**src/rtl/ram_master.sv**
```systemverilog
// CPU-side load/store initiator for the cpu_ram_if RAM protocol (package rv32ima_pkg included here).
// Optional access counters are enabled by defining RAM_MASTER_STATS_EN.
package rv32ima_pkg;
    typedef enum logic [1:0] {
        RAM_FREE  = 2'd0,
        RAM_ADDR  = 2'd1,
        RAM_DATA  = 2'd2,
        RAM_ERROR = 2'd3
    } ram_state_t;
endpackage

module ram_master #(
    parameter int TIMEOUT = 64,
    parameter int ADDR_W  = 32
) (
    input  logic                    clk,
    input  logic                    rst,
    input  logic                    req_valid,
    output logic                    req_ready,
    input  logic                    req_write,
    input  logic [ADDR_W-1:0]       req_addr,
    input  logic [2:0]              req_funct3,
    input  logic [31:0]             req_wdata,
    output logic                    resp_valid,
    output logic [31:0]             resp_rdata,
    output logic                    resp_err,
    output logic                    ram_ren,
    output logic                    ram_wen,
    output logic [ADDR_W-1:0]       ram_addr,
    output logic [1:0]              ram_width,
    output logic [31:0]             ram_store,
    input  logic [31:0]             ram_load,
    input  rv32ima_pkg::ram_state_t ram_state,
    output logic [31:0]             stat_reads,
    output logic [31:0]             stat_writes,
    output logic [31:0]             stat_errors
);
    import rv32ima_pkg::*;

    localparam int CNT_W = (TIMEOUT > 2) ? $clog2(TIMEOUT) : 1;

    typedef enum logic [1:0] {IDLE, BUSY, DONE, ERR} state_t;

    state_t             state_reg, state_next;
    logic [CNT_W-1:0]   cnt_reg, cnt_next;
    logic [2:0]         f3_reg, f3_next;
    logic               ram_ren_reg, ram_ren_next;
    logic               ram_wen_reg, ram_wen_next;
    logic [ADDR_W-1:0]  ram_addr_reg, ram_addr_next;
    logic [1:0]         ram_width_reg, ram_width_next;
    logic [31:0]        ram_store_reg, ram_store_next;
    logic               resp_valid_reg, resp_valid_next;
    logic               resp_err_reg, resp_err_next;
    logic [31:0]        resp_rdata_reg, resp_rdata_next;
    logic               accept;
    logic               req_bad;

    function automatic logic [31:0] lane_store(input logic [31:0] wdata,
                                               input logic [2:0]  f3,
                                               input logic [1:0]  off);
        logic [31:0] result;
        case (f3[1:0])
            2'b00:   result = {24'b0, wdata[7:0]}  << {off, 3'b000};
            2'b01:   result = {16'b0, wdata[15:0]} << {off[1], 4'b0000};
            default: result = wdata;
        endcase
        return result;
    endfunction

    function automatic logic [31:0] load_extend(input logic [31:0] word,
                                                input logic [2:0]  f3,
                                                input logic [1:0]  off);
        logic [31:0] byte_sh;
        logic [31:0] half_sh;
        logic [31:0] result;
        byte_sh = word >> {off, 3'b000};
        half_sh = word >> {off[1], 4'b0000};
        case (f3)
            3'b000:  result = {{24{byte_sh[7]}}, byte_sh[7:0]};
            3'b100:  result = {24'b0, byte_sh[7:0]};
            3'b001:  result = {{16{half_sh[15]}}, half_sh[15:0]};
            3'b101:  result = {16'b0, half_sh[15:0]};
            3'b010:  result = word;
            default: result = 32'b0;
        endcase
        return result;
    endfunction

    assign req_ready = (state_reg == IDLE) && !rst;
    assign accept    = req_valid && req_ready;

    // Requests that can never be issued to the RAM are answered with an error directly.
    always_comb begin
        case (req_funct3)
            3'b000, 3'b100: req_bad = 1'b0;
            3'b001, 3'b101: req_bad = req_addr[0];
            3'b010:         req_bad = |req_addr[1:0];
            default:        req_bad = 1'b1;
        endcase
    end

    always_ff @(posedge clk or posedge rst) begin
        if (rst) begin
            state_reg      <= IDLE;
            cnt_reg        <= '0;
            f3_reg         <= '0;
            ram_ren_reg    <= 1'b0;
            ram_wen_reg    <= 1'b0;
            ram_addr_reg   <= '0;
            ram_width_reg  <= '0;
            ram_store_reg  <= '0;
            resp_valid_reg <= 1'b0;
            resp_err_reg   <= 1'b0;
            resp_rdata_reg <= '0;
        end else begin
            state_reg      <= state_next;
            cnt_reg        <= cnt_next;
            f3_reg         <= f3_next;
            ram_ren_reg    <= ram_ren_next;
            ram_wen_reg    <= ram_wen_next;
            ram_addr_reg   <= ram_addr_next;
            ram_width_reg  <= ram_width_next;
            ram_store_reg  <= ram_store_next;
            resp_valid_reg <= resp_valid_next;
            resp_err_reg   <= resp_err_next;
            resp_rdata_reg <= resp_rdata_next;
        end
    end

    always_comb begin
        state_next = state_reg;
        case (state_reg)
            IDLE: begin
                if (accept) begin
                    state_next = req_bad ? ERR : BUSY;
                end
            end
            BUSY: begin
                if (ram_state == RAM_DATA) begin
                    state_next = DONE;
                end else if (ram_state == RAM_ERROR) begin
                    state_next = ERR;
                end else if (cnt_reg == CNT_W'(TIMEOUT - 1)) begin
                    state_next = ERR;
                end
            end
            default: state_next = IDLE;
        endcase
    end

    // Registered outputs are computed from the upcoming state so they line up with it.
    always_comb begin
        cnt_next        = '0;
        f3_next         = f3_reg;
        ram_ren_next    = 1'b0;
        ram_wen_next    = 1'b0;
        ram_addr_next   = ram_addr_reg;
        ram_width_next  = ram_width_reg;
        ram_store_next  = ram_store_reg;
        resp_valid_next = (state_next == DONE) || (state_next == ERR);
        resp_err_next   = (state_next == ERR);
        resp_rdata_next = '0;
        case (state_reg)
            IDLE: begin
                if (accept && !req_bad) begin
                    f3_next        = req_funct3;
                    ram_ren_next   = !req_write;
                    ram_wen_next   = req_write;
                    ram_addr_next  = req_addr;
                    ram_width_next = req_funct3[1:0];
                    ram_store_next = lane_store(req_wdata, req_funct3, req_addr[1:0]);
                end
            end
            BUSY: begin
                cnt_next = cnt_reg + CNT_W'(1);
                if (state_next == BUSY) begin
                    ram_ren_next = ram_ren_reg;
                    ram_wen_next = ram_wen_reg;
                end else if (state_next == DONE && ram_ren_reg) begin
                    resp_rdata_next = load_extend(ram_load, f3_reg, ram_addr_reg[1:0]);
                end
            end
            default: ;
        endcase
    end

    assign ram_ren    = ram_ren_reg;
    assign ram_wen    = ram_wen_reg;
    assign ram_addr   = ram_addr_reg;
    assign ram_width  = ram_width_reg;
    assign ram_store  = ram_store_reg;
    assign resp_valid = resp_valid_reg;
    assign resp_err   = resp_err_reg;
    assign resp_rdata = resp_rdata_reg;

`ifdef RAM_MASTER_STATS_EN
    logic [31:0] stat_reads_reg, stat_writes_reg, stat_errors_reg;

    always_ff @(posedge clk or posedge rst) begin
        if (rst) begin
            stat_reads_reg  <= '0;
            stat_writes_reg <= '0;
            stat_errors_reg <= '0;
        end else begin
            if (state_reg == BUSY && state_next == DONE) begin
                if (ram_wen_reg) begin
                    stat_writes_reg <= stat_writes_reg + 32'd1;
                end else begin
                    stat_reads_reg <= stat_reads_reg + 32'd1;
                end
            end
            if (state_next == ERR) begin
                stat_errors_reg <= stat_errors_reg + 32'd1;
            end
        end
    end

    assign stat_reads  = stat_reads_reg;
    assign stat_writes = stat_writes_reg;
    assign stat_errors = stat_errors_reg;
`else
    assign stat_reads  = 32'd0;
    assign stat_writes = 32'd0;
    assign stat_errors = 32'd0;
`endif

endmodule
```
**config.mk**
```make
export PLATFORM = sky130hd
export DESIGN_NAME = ram_master
export DESIGN_NICKNAME = d
export VERILOG_FILES = /design/src/rtl/ram_master.sv
export SDC_FILE = /design/constraint.sdc
export NUM_CORES = 1
export LEC_CHECK = 0
export ABC_AREA = 1
export CORE_AREA = 5 5 124 126
export CTS_CLUSTER_DIAMETER = 120
export CTS_CLUSTER_SIZE = 30
export DETAILED_ROUTE_END_ITERATION = 8
export DIE_AREA = 0 0 129 131
export GPL_TIMING_DRIVEN = 0
export PLACE_DENSITY = 0.86
export SYNTH_ARGS = -nofsm -noshare
export SYNTH_HDL_FRONTEND = slang
export SYNTH_SLANG_ARGS = --single-unit
export TNS_END_PERCENT = 5
```
**constraint.sdc**
```tcl
create_clock -name clk -period 10.35 [get_ports clk]
set_input_delay 3.105 -clock clk [delete_from_list [all_inputs] [get_ports clk]]
set_output_delay 3.105 -clock clk [all_outputs]
set_load 0.02 [all_outputs]
```
# Word-level counts from Yosys, hierarchy flattened
# Cells that the tools add are included.
# word_totals
regBits	113
in_bits	105
out_inout_bits	199
# classes
add_sub_neg	1
eq_ne	17
shift	4
mux	18
n_reduce_logical	16
# op_table
op	count
$pmux 32 s5	1
$mux 32	3
$pmux 32 s2	1
$shl 16x5->32	1
$shl 8x5->32	1
$shr 32x5->16	1
$shr 32x5->8	1
$eq 3x3->1 const B	4
$mux 2	5
$eq 2x2->1 const B	4
$add 6x1->6 const B	1
$eq 2x1->1 const B	3
$eq 3x1->1 const B	2
$eq 3x2->1 const B	2
$eq 6x6->1 const B	1
$logic_not 3->1	2
$mux 6	1
$reduce_or 2->1	3
$logic_and 1x1->1	4
$logic_not 2->1	2
$pmux 1 s2	2
$pmux 2 s2	1
$logic_not 1->1	3
$mux 1	3
other kinds (4)	4

# Longest topological paths before layout
# Gate-level depths: netlist of run 1.
# logic_depth
ltp_word	11
mapped_depth	10

# Worst setup path before layout of run 1
# OpenSTA, ideal clock, no wires.
# synth_timing
path_kind	in2out
startpoint	in rst
endpoint	out req_ready
arrival_ns	5.967
required_ns	7.245
slack_ns	1.278
cell_stages	3
path_buffers	0
cell_sequence	inv_1 > nand3_1 > inv_1
# synth_between
elab_chain_len	2
# synth_rtl
element	line	source
from (decl)	17	input logic rst,
$logic_not 1->1 (no source line)	n/a	
$logic_and 1x1->1	89	assign req_ready = (state_reg == IDLE) && !rst;
to (decl)	19	output logic req_ready,
# No other way between the ends.

# Final worst setup path of run 1
# Same ends and word-level chain as after synthesis.

==> flow_summary.toml, run 1 <==
[global_route]
grt_max_degree = 58
grt_pass1_vias = 5814
antenna_found_initial = 0
overflow = 0
grt_usage_pct = 22.0
grt_first_pass_wirelength_um = 29200

[hold_path]
worstHoldStart = "ram_store[31]$_DFFE_PP0P_"
worstHoldEndpoint = "ram_store[31]$_DFFE_PP0P_"
min_path_type = "register to register"
hold_depth = 2

[sta]
worst_pin_slew_ns = 0.857
slew_headroom_pct = 42.4
whs_ns = 0.480
setup_tns_ns = 0
worst_clock_skew_ns = 0.00673
min_period_over_period_pct = 78.7
finalCriticalPeriod_ns = 8.14
grt_setup_unrepaired = "false"
setup-violations-final = 0
maxClockFrequency_mhz = 123
hold_viol = 0
slew_violations = 0

[yosys]
async_reset_ff_share_pct = 100
synth_area_leaders = "dfrtp_1 46%, nand2_1 17%, buf_4 13%"
synth_compound_area_share_pct = 6.64
yosysTopAreaCellShare_pct = 45.5
yosysSeqAreaShare_pct = 45.5
synth_xor_area_share_pct = 0
ys_types = 29
synth_top_area_cell = "dfrtp_1"
postSynthCellCount = 785
synth_edf_count = 0
synthSimpleGateAreaFrac_pct = 27.5
syn_area_um2 = 6100
synth_most_common_cell = "nand2_1"
synthMuxAreaShare_pct = 0
ys_ff_latch = 111
synth_top_family_by_area = "simple AND/OR/NAND/NOR gates"
ys.flop_type = "dfrtp_1"
synth_warnings = 0
avgSynthCellArea_um2 = 7.78
synthTopCellsByCount = "279 x nand2_1, 111 x dfrtp_1, 107 x buf_4, 65 x inv_1, 49 x nand3_1"
synth-adder-area-share_pct = 0.205

[drt]
drtIter0Drc = 337
antenna_left = 0
viasPerCell = 4.61
vias = 5934
drt-pass1-iter-count = 4
drc_errors = 0
wl_per_cell_um = 14.7
routed_wl_um = 18900

[finish]
insertedDiodeCount = 0
drive_gt1_share_pct = 15.0
final_nets = 1203
nFillCells = 1186
syn2layout_area_growth_pct = 48.8

[setup_path]
rr_worst_depth = 6
critPathMaxFanout = 57
critPathMaxStageDelay_ns = 0.60
crit_path_cell_trace = "clkdlybuf4s50_1 > inv_4 > nand3_1 > inv_1 > clkdlybuf4s50_1"
crit_start = "rst"
required_ns = 7.25
cp_slowest_cell = "clkdlybuf4s50_1"
cp-start-kind = "primary input"
arrival_ns = 5.04
reg2reg_to = "resp_rdata[4]$_DFF_PP0_"
timing.rr.start = "f3_reg[1]$_DFFE_PP0P_"
crit_path_frequent_cell = "clkdlybuf4s50_1"
worst-r2r-setup-slack_ns = 8.63
critical_path_class = "primary input to primary output"
end_kind = "primary output"

[floorplan]
fp.dieW_um = 129
coreArea_um2 = 14200
dieArea_um2 = 16900
initial_core_util_pct = 43.0
rows = 44
die_y_um = 131
io_pins = 304

[clock_network]
cts.repair.resized = 0
cts_tree = "yes"
clkSinkCount = 111
cts_buffers = 9
post-cts-setup-buffers = 0
h-tree-depth = 3
hold_buffers = 0
clk_latency_ns = 0.34
root_buffer = "clkbuf_16"
clk_pin_slew_ns = 0.07
cts.path.max_buffers = 2

[placed_design]
hpwl_um = 15200
port_buffers = 205
place.gp.congestion = 0.862

[power_and_ir_drop]
ir_drop_v = 0.000146
power_density_nw_per_um2 = 215
leakagePower_nw = 4.77

[status]
status = "finished, final reports clean"

[flow_run]
cap_violations = 0
==> routing by layer <==
metal / wire length, um / track usage [%] / share of wire (%) / up-vias
met3: 1710 / 6.06 / 9.0 / 47
met4: 505 / 7.97 / 2.7 / 0
met2: 9660 / 38.8 / 51 / 294
li1: - / - / - / 2868
met5: 0 / 0 / 0 / -
met1: 7010 / 25.6 / 37 / 2725
==> logic make-up (layout without fill, tap and decap cells) <==
logic type               count (synthesis)  after routing
flip-flops                             111            111
AND/OR/NAND/NOR                        401            401
other                                    1             96
AO/OA/AOI/OAI                           72             72
buffers and inverters                  199            421
adder cells (fa/ha/maj)                  1              1
==> worst max-delay path by stage <==
stage | to | slack, ns | depth (start not counted)
after floorplan | req_ready | 1.28 | 3
after global placement | req_ready | -0.57 | 5
after detailed placement | req_ready | 2.17 | 5
after CTS | req_ready | 2.16 | 5
after global routing | req_ready | 2.01 | 5
final | req_ready | 2.21 | 5
==> power breakdown <==
| part | internal [W] | switching, W |
|---|---|---|
| logic | 0.000412 | 0.000532 |
| registers | 0.000564 | 0.0000838 |
| clock network | 0.000208 | 0.000153 |
| total | 0.00118 | 0.000769 |
==> critical path: cells and delay by family <==
family	cells	cell delay (ns)
buffers and inverters	4	1.70
and+or+nand+nor	1	0.18
==> through the flow <==
stage	power (W)	util, %	worst slack (ns)	instance area, um^2	std cells
2_1_floorplan	0.00119	-	1.28	6460	880
3_5_place_dp	0.00160	61.8	2.17	8770	1270
4_1_cts	0.00196	64.0	2.16	9080	1286
3_3_place_gp	0.00158	61.6	-0.568	8740	1269
5_1_grt	0.00207	64.0	2.01	9080	1286
6_report	0.00195	64.0	2.21	9080	1286
==> final cells by class <==
cell class / count / area (um^2) / share of cell area [%]
Sequential cell: 111 / 2780 / 30.6
Multi-Input combinational cell: 570 / 2460 / 27.0
Timing Repair Buffer: 206 / 2080 / 22.9
Buffer: 131 / 971 / 10.7
Clock buffer: 14 / 274 / 3.02
Inverter: 68 / 258 / 2.84
Tap cell: 184 / 230 / 2.53
Clock inverter: 2 / 37.5 / 0.413
==> cells in the final DEF (no fill, tap or decap), types with 9 or more instances in the layout <==
master           count
inv_1               64
dfrtp_1            111
o21ai_0             32
buf_2               14
nand4_1             12
nand3_1             49
clkbuf_16            9
conb_1              96
a21oi_1             23
nor2_1              46
nand2_1            279
buf_4              107
clkdlybuf4s50_1    205
Power figures use the tool's default switching activity.
==> inputs of run 2 (changes only) <==
--- a/config.mk
+++ b/config.mk
@@ -6,13 +6,13 @@
 export NUM_CORES = 1
 export LEC_CHECK = 0
 export ABC_AREA = 1
-export CORE_AREA = 5 5 124 126
+export CORE_AREA = 5 5 135 137
 export CTS_CLUSTER_DIAMETER = 120
 export CTS_CLUSTER_SIZE = 30
 export DETAILED_ROUTE_END_ITERATION = 8
-export DIE_AREA = 0 0 129 131
+export DIE_AREA = 0 0 140 142
 export GPL_TIMING_DRIVEN = 0
-export PLACE_DENSITY = 0.86
+export PLACE_DENSITY = 0.77
 export SYNTH_ARGS = -nofsm -noshare
 export SYNTH_HDL_FRONTEND = slang
 export SYNTH_SLANG_ARGS = --single-unit
==> constraint.sdc (replaced) <==
create_clock -name clk -period 6.61 [get_ports clk]
set_input_delay 1.983 -clock clk [delete_from_list [all_inputs] [get_ports clk]]
set_output_delay 1.983 -clock clk [all_outputs]
set_load 0.02 [all_outputs]
==> run 2 against run 1 <==
  * Setup slack worse by 1.7 ns
  * Sequential power up 56%
  * Final area up 0.70%
  * Die area up 18%
  * Power up 57%
  * Via count down 3.6%
  * Register-to-register slack worse by 3.8 ns
  * Global-route usage down 3.1 points
  * Combinational power up 58%
  * Clock power up 57%
  * Core utilization down 9.9 points
==> flow_summary.toml, run 2 (synthesis results as in run 1) <==
[clock_network]
cts_buffers = 9
clkSinkCount = 111
h-tree-depth = 3
post-cts-setup-buffers = 0
cts_tree = "yes"
clk_latency_ns = 0.34
cts.path.max_buffers = 2
root_buffer = "clkbuf_16"
clk_pin_slew_ns = 0.07

[sta]
setup-violations-final = 0
whs_ns = 0.478
min_period_over_period_pct = 92.1
slew_headroom_pct = 32.5
finalCriticalPeriod_ns = 6.09
hold_viol = 0
maxClockFrequency_mhz = 164
grt_setup_unrepaired = "false"
slew_violations = 0
worst_clock_skew_ns = 0.0120
worst_pin_slew_ns = 1.01

[setup_path]
reg2reg_to = "resp_rdata[5]$_DFF_PP0_"
timing.rr.start = "f3_reg[1]$_DFFE_PP0P_"
rr_worst_depth = 6
end_kind = "primary output"
critPathMaxFanout = 38
arrival_ns = 4.11
cp-start-kind = "primary input"
worst-r2r-setup-slack_ns = 4.87
required_ns = 4.63
critical_path_class = "primary input to primary output"

[finish]
layout_common_cells = "279 x nand2_1, 205 x clkdlybuf4s50_1, 111 x dfrtp_1, 107 x buf_4, 96 x conb_1"
final_common_cell = "nand2_1"
insertedDiodeCount = 0
stdcell_count = 1328
final_nets = 1205
drive_gt1_share_pct = 15.2
syn2layout_area_growth_pct = 49.9
utilization_pct = 54.0
final_area_um2 = 9150

[hold_path]
worstHoldStart = "cnt_reg[0]$_DFF_PP0_"
hold_depth = 1
min_path_type = "register to register"
worstHoldEndpoint = "cnt_reg[0]$_DFF_PP0_"

[drt]
drc_errors = 0
routed_wl_um = 19400
viasPerCell = 4.31
vias = 5720
wl_per_cell_um = 14.6
drtIter0Drc = 308
antenna_left = 0
drt-pass1-iter-count = 5

[power_and_ir_drop]
finalPower_w = 0.00307
ir_drop_v = 0.000245
leakagePower_nw = 4.77
power_density_nw_per_um2 = 335

[global_route]
antenna_found_initial = 0
grt_max_degree = 41
grt_first_pass_wirelength_um = 29800
grt_pass1_vias = 5578
overflow = 0
grt_usage_pct = 18.8

[floorplan]
fp.dieW_um = 140
initial_core_util_pct = 36.0
coreArea_um2 = 16900
die_y_um = 142
io_pins = 304
dieArea_um2 = 19900
rows = 48

[placed_design]
placed_area_um2 = 8840
port_buffers = 205
hpwl_um = 15400
dp.cells = 1312
place.gp.congestion = 0.928

[status]
status = "finished, final reports clean"

[flow_run]
cap_violations = 0
==> run 2: repair_timing <==
| item | CTS | global route |
|---|---|---|
| endpoints found under the setup margin | 0 | 1 |
| resized for setup | 0 | 0 |
| hold buffers | 0 | 0 |
==> run 2: routing by layer <==
| layer | share of wire, % | track usage (%) | wire length, um |
|---|---|---|---|
| met2 | 49 | 31.6 | 9580 |
| met4 | 1.7 | 4.64 | 329 |
| met5 | 0 | 0 | 0 |
| met1 | 40 | 23.8 | 7710 |
| met3 | 9.2 | 6.12 | 1790 |
==> run 2: how the worst max path moves through the flow <==
stage / slack, ns / cells after the start / end / start
final: 0.52 / 6 / req_ready / rst
after floorplan: 0.54 / 3 / req_ready / rst
after CTS: 0.18 / 6 / req_ready / rst
after detailed placement: 0.19 / 6 / req_ready / rst
after global placement: -1.30 / 5 / req_ready / rst
after global routing: 0.33 / 6 / req_ready / rst
==> run 2: worst max-delay path: stages <==
cell and delay, ns:
clkdlybuf4s50_1 0.59, clkinvlp_4 0.44, buf_12 0.34, nand3_1 0.12, inv_1 0.06, clkdlybuf4s50_1 0.53
==> run 2: power breakdown <==
part	internal [W]	switching (W)	leakage [nW]	total, W
Clock	0.000315	0.000250	0.152	0.000565
Sequential	0.000883	0.000129	1.46	0.00101
Combinational	0.000645	0.000847	3.16	0.00149
==> run 2: layout make-up <==
class                           instances  area, um^2
Buffer                                131         971
Timing Repair Buffer                  207        2090
Tap cell                              225         282
Sequential cell                       111        2780
Clock inverter                          4        52.6
Fill cell                            1592        7790
Inverter                               68         259
Multi-Input combinational cell        570        2460
Clock buffer                           11         253
Timing Repair inverter                  1        5.00
==> run 2: metrics by stage <==
| stage | setup WS, ns | TNS [ns] |
|---|---|---|
| finish | 0.521 | 0 |
| global placement | -1.30 | -1.30 |
| floorplan | 0.537 | 0 |
| global route | 0.332 | 0 |
| detailed placement | 0.190 | 0 |
| CTS | 0.176 | 0 |
